===== config.mk =====
export PLATFORM = sky130hd
export DESIGN_NAME = imem_responder_flat
export DESIGN_NICKNAME = d
export VERILOG_FILES = /design/src/rtl/riscv_if_pkg.sv /design/src/rtl/imem_responder_if.sv /design/src/rtl/imem_responder.sv /design/src/flat_wrapper.sv
export SDC_FILE = /design/constraint.sdc
export NUM_CORES = 1
export LEC_CHECK = 0
export CORE_ASPECT_RATIO = 1.5
export CORE_MARGIN = 1
export CORE_UTILIZATION = 50
export CTS_BUF_LIST = sky130_fd_sc_hd__clkbuf_8
export DETAILED_ROUTE_END_ITERATION = 10
export GPL_ROUTABILITY_DRIVEN = 0
export PLACE_DENSITY = 0.83
export SLEW_MARGIN = 10
export SYNTH_ARGS = -nofsm -noshare
export SYNTH_HDL_FRONTEND = slang
export SYNTH_SLANG_ARGS = --single-unit

===== constraint.sdc =====
create_clock -name clk -period 5.85 [get_ports clk]
set_input_delay 1.17 -clock clk [delete_from_list [all_inputs] [get_ports clk]]
set_output_delay 1.17 -clock clk [all_outputs]
set_load 0.05 [all_outputs]

===== src/rtl/riscv_if_pkg.sv =====
// Shared types and line geometry for the instruction-fetch responder.
package riscv_if_pkg;

  localparam int LINE_BYTES = 8;
  localparam int LINE_OFS_W = 3;

  typedef enum logic [1:0] {
    IDLE = 2'd0,
    REQ  = 2'd1,
    WAIT = 2'd2
  } imem_state_t;

endpackage


===== src/rtl/imem_responder_if.sv =====
// Instruction memory bus: request/grant handshake plus a single-beat doubleword response.
interface imem_responder_if #(
  parameter int addr_w = 48,
  parameter int data_w = 64
);

  logic              mem_req;
  logic [addr_w-1:0] mem_addr;
  logic              mem_gnt;
  logic              mem_rvalid;
  logic [data_w-1:0] mem_rdata;
  logic              mem_err;

  modport master (
    output mem_req, mem_addr,
    input  mem_gnt, mem_rvalid, mem_rdata, mem_err
  );

  modport slave (
    input  mem_req, mem_addr,
    output mem_gnt, mem_rvalid, mem_rdata, mem_err
  );

endinterface


===== src/rtl/imem_responder.sv =====
// Fetch-side responder: zero-latency hits from a one-doubleword line buffer,
// misses refilled by one request/grant/response transaction at a time.
module imem_responder
  import riscv_if_pkg::*;
#(
  parameter int addr_w = 48,
  parameter int data_w = 64
) (
  input  logic              clk,
  input  logic              reset,
  input  logic [addr_w-1:0] pc,
  input  logic              trap_if,
  input  logic              fence_i,
  output logic [31:0]       instr,
  output logic              ready,
  output logic              fetch_fault,
  imem_responder_if.master  bus
);

  localparam int TAG_W = addr_w - LINE_OFS_W;

  imem_state_t       state_r;
  imem_state_t       state_nxt_s;
  logic              buf_valid_r;
  logic [TAG_W-1:0]  buf_tag_r;
  logic [data_w-1:0] buf_data_r;
  logic              buf_err_r;
  logic              discard_r;
  logic              hit_s;
  logic              unused_pc_s;

  // Instruction-aligned low PC bits never select anything inside the line.
  assign unused_pc_s = ^pc[LINE_OFS_W-2:0];

  // Hit detection and the zero-latency instruction mux.
  always_comb begin
    hit_s       = 1'b0;
    ready       = 1'b0;
    fetch_fault = 1'b0;
    instr       = 32'd0;
    if (buf_valid_r && (buf_tag_r == pc[addr_w-1:LINE_OFS_W]) &&
        !trap_if && !fence_i && (state_r == IDLE)) begin
      hit_s = 1'b1;
    end else begin
      hit_s = 1'b0;
    end
    if (hit_s) begin
      ready       = 1'b1;
      fetch_fault = buf_err_r;
      if (buf_err_r) begin
        instr = 32'd0;
      end else if (pc[LINE_OFS_W-1]) begin
        instr = buf_data_r[data_w-1:32];
      end else begin
        instr = buf_data_r[31:0];
      end
    end else begin
      ready = 1'b0;
    end
  end

  // Next-state logic for the miss transaction.
  always_comb begin
    state_nxt_s = state_r;
    case (state_r)
      IDLE: begin
        if (!hit_s && !trap_if && !fence_i) begin
          state_nxt_s = REQ;
        end else begin
          state_nxt_s = IDLE;
        end
      end
      REQ: begin
        if (bus.mem_gnt) begin
          state_nxt_s = WAIT;
        end else begin
          state_nxt_s = REQ;
        end
      end
      WAIT: begin
        if (bus.mem_rvalid) begin
          state_nxt_s = IDLE;
        end else begin
          state_nxt_s = WAIT;
        end
      end
      default: state_nxt_s = IDLE;
    endcase
  end

  // FSM state register.
  always_ff @(posedge clk or posedge reset) begin
    if (reset) begin
      state_r <= IDLE;
    end else begin
      state_r <= state_nxt_s;
    end
  end

  // Bus request registers and line buffer; a fence during a transaction
  // lets it finish but drops its data.
  always_ff @(posedge clk or posedge reset) begin
    if (reset) begin
      bus.mem_req  <= 1'b0;
      bus.mem_addr <= {addr_w{1'b0}};
      buf_valid_r  <= 1'b0;
      buf_tag_r    <= {TAG_W{1'b0}};
      buf_data_r   <= {data_w{1'b0}};
      buf_err_r    <= 1'b0;
      discard_r    <= 1'b0;
    end else begin
      case (state_r)
        IDLE: begin
          if (fence_i) begin
            buf_valid_r <= 1'b0;
          end else if (!trap_if && !hit_s) begin
            bus.mem_req  <= 1'b1;
            bus.mem_addr <= {pc[addr_w-1:LINE_OFS_W], {LINE_OFS_W{1'b0}}};
            discard_r    <= 1'b0;
          end
        end
        REQ: begin
          if (bus.mem_gnt) begin
            bus.mem_req <= 1'b0;
          end
          if (fence_i) begin
            discard_r   <= 1'b1;
            buf_valid_r <= 1'b0;
          end
        end
        WAIT: begin
          if (bus.mem_rvalid && !discard_r && !fence_i) begin
            buf_tag_r   <= bus.mem_addr[addr_w-1:LINE_OFS_W];
            buf_data_r  <= bus.mem_rdata;
            buf_err_r   <= bus.mem_err;
            buf_valid_r <= 1'b1;
          end
          if (fence_i) begin
            discard_r   <= 1'b1;
            buf_valid_r <= 1'b0;
          end
        end
        default: begin
          bus.mem_req <= 1'b0;
        end
      endcase
    end
  end

endmodule


===== src/flat_wrapper.sv =====
// flat-port wrapper written by rule: the top's interface ports become plain ports
module imem_responder_flat import riscv_if_pkg::*;
#(
  parameter int addr_w = 48,
  parameter int data_w = 64
)
  (clk, reset, pc, trap_if, fence_i, instr, ready, fetch_fault, bus_mem_req, bus_mem_addr, bus_mem_gnt, bus_mem_rvalid, bus_mem_rdata, bus_mem_err);
  imem_responder_if #(.addr_w(addr_w), .data_w(data_w)) bus_i ();
  input  logic clk;
  input  logic reset;
  input  logic [addr_w-1:0] pc;
  input  logic trap_if;
  input  logic fence_i;
  output logic [31:0] instr;
  output logic ready;
  output logic fetch_fault;
  output wire logic [$bits(bus_i.mem_req)-1:0] bus_mem_req;
  output wire logic [$bits(bus_i.mem_addr)-1:0] bus_mem_addr;
  input wire logic [$bits(bus_i.mem_gnt)-1:0] bus_mem_gnt;
  input wire logic [$bits(bus_i.mem_rvalid)-1:0] bus_mem_rvalid;
  input wire logic [$bits(bus_i.mem_rdata)-1:0] bus_mem_rdata;
  input wire logic [$bits(bus_i.mem_err)-1:0] bus_mem_err;
  assign bus_mem_req = bus_i.mem_req;
  assign bus_mem_addr = bus_i.mem_addr;
  assign bus_i.mem_gnt = bus_mem_gnt;
  assign bus_i.mem_rvalid = bus_mem_rvalid;
  assign bus_i.mem_rdata = bus_mem_rdata;
  assign bus_i.mem_err = bus_mem_err;
  imem_responder #(.addr_w(addr_w), .data_w(data_w)) u_core (.clk(clk), .reset(reset), .pc(pc), .trap_if(trap_if), .fence_i(fence_i), .instr(instr), .ready(ready), .fetch_fault(fetch_fault), .bus(bus_i));
endmodule

Word level (Yosys, flattened, before mapping)
Cells that the tools add are included.
{"block": "totals", "reg_bits": 160, "in_bits": 119, "out_inout_bits": 83}
{"block": "classes", "bitwise": 2, "muxes": 22, "reduce_logical": 22, "n_eq_ne": 9}
{"operator": "$mux W32", "n": 3}
{"operator": "$eq A45 B45 Y1", "n": 1}
{"operator": "$mux W1", "n": 13}
{"operator": "$logic_and A1 B1 Y1", "n": 8}
{"operator": "$reduce_and A4 Y1", "n": 2}
{"operator": "$ne A2 B2 Y1 const B", "n": 3}
{"operator": "$pmux W2 S3", "n": 1}
{"operator": "$reduce_and A3 Y1", "n": 2}
{"operator": "$logic_not A1 Y1", "n": 4}
{"operator": "$mux W2", "n": 2}
{"operator": "$ne A2 B1 Y1 const B", "n": 2}
{"operator": "$pmux W1 S2", "n": 2}
{"operator": "$reduce_bool A2 Y1", "n": 2}
{"operator": "$reduce_or A2 Y1", "n": 2}
{"operator": "$ne A3 B2 Y1 const B", "n": 1}
{"operator": "$pmux W1 S3", "n": 1}
{"operator": "$eq A2 B1 Y1 const B", "n": 1}
{"operator": "$eq A2 B2 Y1 const B", "n": 1}
{"operator": "$logic_not A2 Y1", "n": 1}
{"operator": "$not A1 Y1", "n": 2}
{"operator": "$reduce_and A2 Y1", "n": 1}

Longest topological paths before layout
{"block": "logic_depth", "word_depth": 11, "ltp_mapped": 9}

Worst setup path after synthesis
Ideal clock, no wire load.
{"block": "synth_timing", "path_kind": "in2out", "startpoint": "in pc[38]", "endpoint": "out instr[10]", "arrival_time_ps": 3629, "path_buffers": 1, "required_ps": 4680, "path_stages": 6, "setup_slack_ps": 1051, "cell_sequence": "xnor2_1 > nand4_1 > or4_4 > nand4b_1 > clkbuf_1 > nor3_1"}
{"block": "synth_between", "elab_chain_len": 7}
{"item": "from (decl)", "line_no": "flat_wrapper.sv:11", "source": "input logic [addr_w-1:0] pc;"}
{"item": "$eq A45 B45 Y1", "line_no": "imem_responder.sv:41", "source": "if (buf_valid_r && (buf_tag_r == pc[addr_w-1:LINE_OFS_W]) &&"}
{"item": "$logic_and A1 B1 Y1 (2 in series)", "line_no": "imem_responder.sv:41"}
{"item": "$logic_and A1 B1 Y1 (2 in series)", "line_no": "imem_responder.sv:42", "source": "!trap_if && !fence_i && (state_r == IDLE)) begin"}
{"item": "$mux W1", "line_no": "imem_responder.sv:41"}
{"item": "$mux W32", "line_no": "imem_responder.sv:47", "source": "if (hit_s) begin"}
{"item": "to (decl)", "line_no": "flat_wrapper.sv:14", "source": "output logic [31:0] instr;"}
Every way passes these cells.

Worst setup path after layout
{"block": "layout_timing", "startpoint": "in pc[3]", "endpoint": "out instr[2]"}
The elaborated chain is that of the path after synthesis.

==> results by group <==
Synth
  – Post-synth EDFFs: 0
  – FF+latch count, synth: 160
  – Sequential cell area fraction in the yosys report: 54.1%
  – Cell area after synthesis: 7410 um2
  – Mapped Avg Cell Area: ~14 um2
  – Main synth FF type: dfrtp_1
  – Async SR Flop Fraction: 100%
  – Cell taking the most area after synthesis: dfrtp_1
  – Syn Inst Count: between 500 and 600
  – Top cells by area, synth: dfrtp_1 54%, mux2_2 17%, mux2_4 7.9%
  – Top-area cell type share of the netlist area: roughly 54%
  – Yosys Warn Count: 0
  – Most frequent cells after synthesis: 160 x dfrtp_1, 115 x mux2_2, 45 x xnor2_1, 39 x mux2_4, 34 x nor3_1
  – Cell variety after synth: 31
  – Most numerous cell in the Yosys netlist: dfrtp_1

Setup path
  – Data required, critical path: ~4.7 ns
  – CP max FO: 34
  – Worst EP arrival: roughly 3.7 ns
  – CP endpoint kind: primary output
  – Slowest-stage cell, CP: clkdlybuf4s50_1
  – CP Cell Sequence: clkdlybuf4s50_1 > xnor2_1 > nand4_1 > nor4_1 > nand4b_1 > buf_4 > nor3_1 > buf_12
  – Crit path depth: 8
  – R2R cell count: 8
  – CP peak stage delay: approximately 0.45 ns
  – CP delay by family, top: simple AND/OR/NAND/NOR gates
  – R2R Path End: u_core.bus.mem_addr[7]$_DFFE_PP0P_
  – FF-to-FF Start: u_core.state_r[1]$_DFF_PP0_
  – Startpoint Class: input port
  – Flop2flop setup slack: around 2.5 ns
  – Kind of critical path: in -> out
  – Buf/Inv on CP: 3

Final layout
  – Fill cell count: roughly 1.0k
  – Register area: about 4000 um2
  – Diodes inserted: 0
  – Non-filler cells in the finished layout: approximately 930
  – Final #Nets: between 800 and 900
  – Fin area: 10200 um2
  – Area of the multi-input gates: between 3000 and 4000 um2
  – Layout area overhead: 38.2%
  – Share of cells above drive strength 1: 31.7%

Clock network
  – Number of buffers created by CTS: 17
  – Post-CTS sizing: 0
  – Clock edge transition at the registers on the reported setup and hold paths: roughly 0.080 ns
  – Clock Latency Late Sink: 0.45 ns
  – CTS Root Cell: clkbuf_8
  – CTS max path bufs: 2
  – Sink Count: 160
  – H-tree depth: 4
  – Hold_buf cts: 0
  – # Post-CTS Setup Buffers: 0
  – CTS tree: yes

Timing
  – Fin. max-slew vios: 0
  – RSZ-0062 raised after global routing: no
  – Worst hold margin: 0.509 ns
  – FMAX: between 200 and 250 MHz
  – Slew @ Worst Pin: around 1.2 ns
  – Final setup fails: 0
  – Max-slew headroom: between 10% and 20%
  – Final worst-path cycle share: a little over four fifths
  – Post-layout min period: a little under 5 ns
  – Setup TNS: 0 ns
  – Worst Clk Skew: 0.0144 ns
  – Fin. Hold Viols: 0

Hold path
  – Hold path depth: 1
  – Type of the tightest min-delay check: reg -> reg
  – Hold path startpoint: u_core.buf_data_r[47]$_DFFE_PP0P_
  – Hold path endpoint: u_core.buf_data_r[47]$_DFFE_PP0P_

GRT
  – First-pass GRT wire length: 28500 um
  – All-layer global routing usage: around 25%
  – Initial antenna violation count: 0
  – Remaining global-route overflow: 0
  – Vias in the first global route: 5455
  – Largest net degree at the start of global routing: between 70 and 80

Pwr
  – Switching pwr: about 1.9 mW
  – Cell Pwr Density: ~470 nW/um2
  – Clock power frac: between 15 and 20%
  – Internal power: slightly below 3 mW
  – Maximum VDD drop: between 0.3 and 0.4 mV
  – Sequential power share: roughly two fifths
  – Leakage: about 4.4 nW
  – Overall Power: approximately 4.8 mW
  – Sw Share: approximately two fifths
  – Combinational Power Share: a little over two fifths

Route
  – Drt via density: 5.42
  – Remaining antenna violation count: 0
  – Total Wirelength: approximately 18000 um
  – Initial DRC Count: about 210
  – First-pass detailed-route iteration total: 4
  – Vias post-DR: approximately 5.0k
  – Drc violations: 0
  – WL per Instance: 19.7 um

Place
  – Final HPWL DP: between 10000 and 15000 um
  – Dpl cells: 897
  – PortBufs: between 150 and 200
  – Post-DP Area: between 9000 and 10000 um2

Floorplan
  – Row cnt: 54
  – Core Area: between 10000 and 15000 um2
  – I/O pins: roughly 200
  – Die height: approximately 150 um
  – Initial core utilization: approximately half
  – Die X: slightly above 100 um
  – Die area: 15300 um2

Run
  – Max Cap Viol: 0

Run status
  – Status: completed
-- power groups by stage --
stage	Sequential (mW)	Clock [mW]	Combinational (mW)
floorplan	2.41	0	0.921
global placement	1.96	0	1.96
detailed placement	2.00	0	2.01
CTS	1.99	0.843	2.02
global route	2.05	0.892	2.11
finish	1.99	0.826	2.00
-- placed cells by master (no fill, tap or decap), types with 5 or more instances in the layout --
master and instances:
buf_12 35, buf_4 6, clkbuf_8 18, clkdlybuf4s50_1 161, dfrtp_1 160, inv_1 7, mux2_2 115, mux2_4 39
mux2i_1 32, nand2_1 6, nand4_1 21, nor3_1 33, or4_1 5, xnor2_1 45
-- cell families after synthesis --
kind of cell / count (synthesis) / synth area share (%)
multiplexers: 186 / 29.7
flip-flops: 160 / 54.1
AND/OR/NAND/NOR: 83 / 6.32
XOR/XNOR: 45 / 5.32
buffers and inverters: 38 / 3.06
AO/OA/AOI/OAI: 10 / 0.811
adder cells (fa/ha/maj): 4 / 0.676
other: 1 / 0.0506
-- layer usage --
layer / track usage, % / routed length, um
met1: 29.2 / 7090
met2: 42.2 / 9290
met3: 6.97 / 1400
met4: 10.6 / 543
met5: 0 / 0
-- worst max path at each step --
stage	end	slack, ns	from
6_report	instr[2]	0.95	pc[3]
5_1_grt	instr[17]	0.85	pc[3]
4_1_cts	instr[23]	1.02	pc[14]
3_5_place_dp	instr[23]	1.02	pc[14]
3_3_place_gp	instr[24]	1.04	pc[11]
2_1_floorplan	u_core.buf_data_r[0]$_DFFE_PP0P_	0.36	reset
-- stage by stage --
step	setup slack (ns)	util, %
detailed placement	1.02	67.7
global route	0.851	70.5
CTS	1.02	70.5
floorplan	0.360	-
global placement	1.04	67.7
finish	0.945	70.5
-- sequential cells by signal, summed over array words and instances, names as in the netlist --
register,cells
u_core.buf_data_r,64
u_core.buf_valid_r,1
u_core.bus.mem_addr,45
u_core.state_r,2
u_core.buf_err_r,1
u_core.buf_tag_r,45
u_core.bus.mem_req,1
u_core.discard_r,1
-- final cells by class --
class                   count  area share [%]
repair buffers            203            23.1
flip-flops and latches    160            39.1
multi-input cells         331            31.2
well taps                 196            2.40
clock inverters            14            1.52
clock buffers              18            2.42
inverters                   7           0.306
-- worst register-to-register path, cell delays in order (launching register included) --
cell and delay, ns:
dfrtp_1 0.42, inv_1 0.11, ha_1 0.24, nor3b_2 0.41, nand4_1 0.19, or4_1 0.51, o31a_2 0.55, buf_4 0.39
mux2_4 0.40
Power figures use the tool's default switching activity.
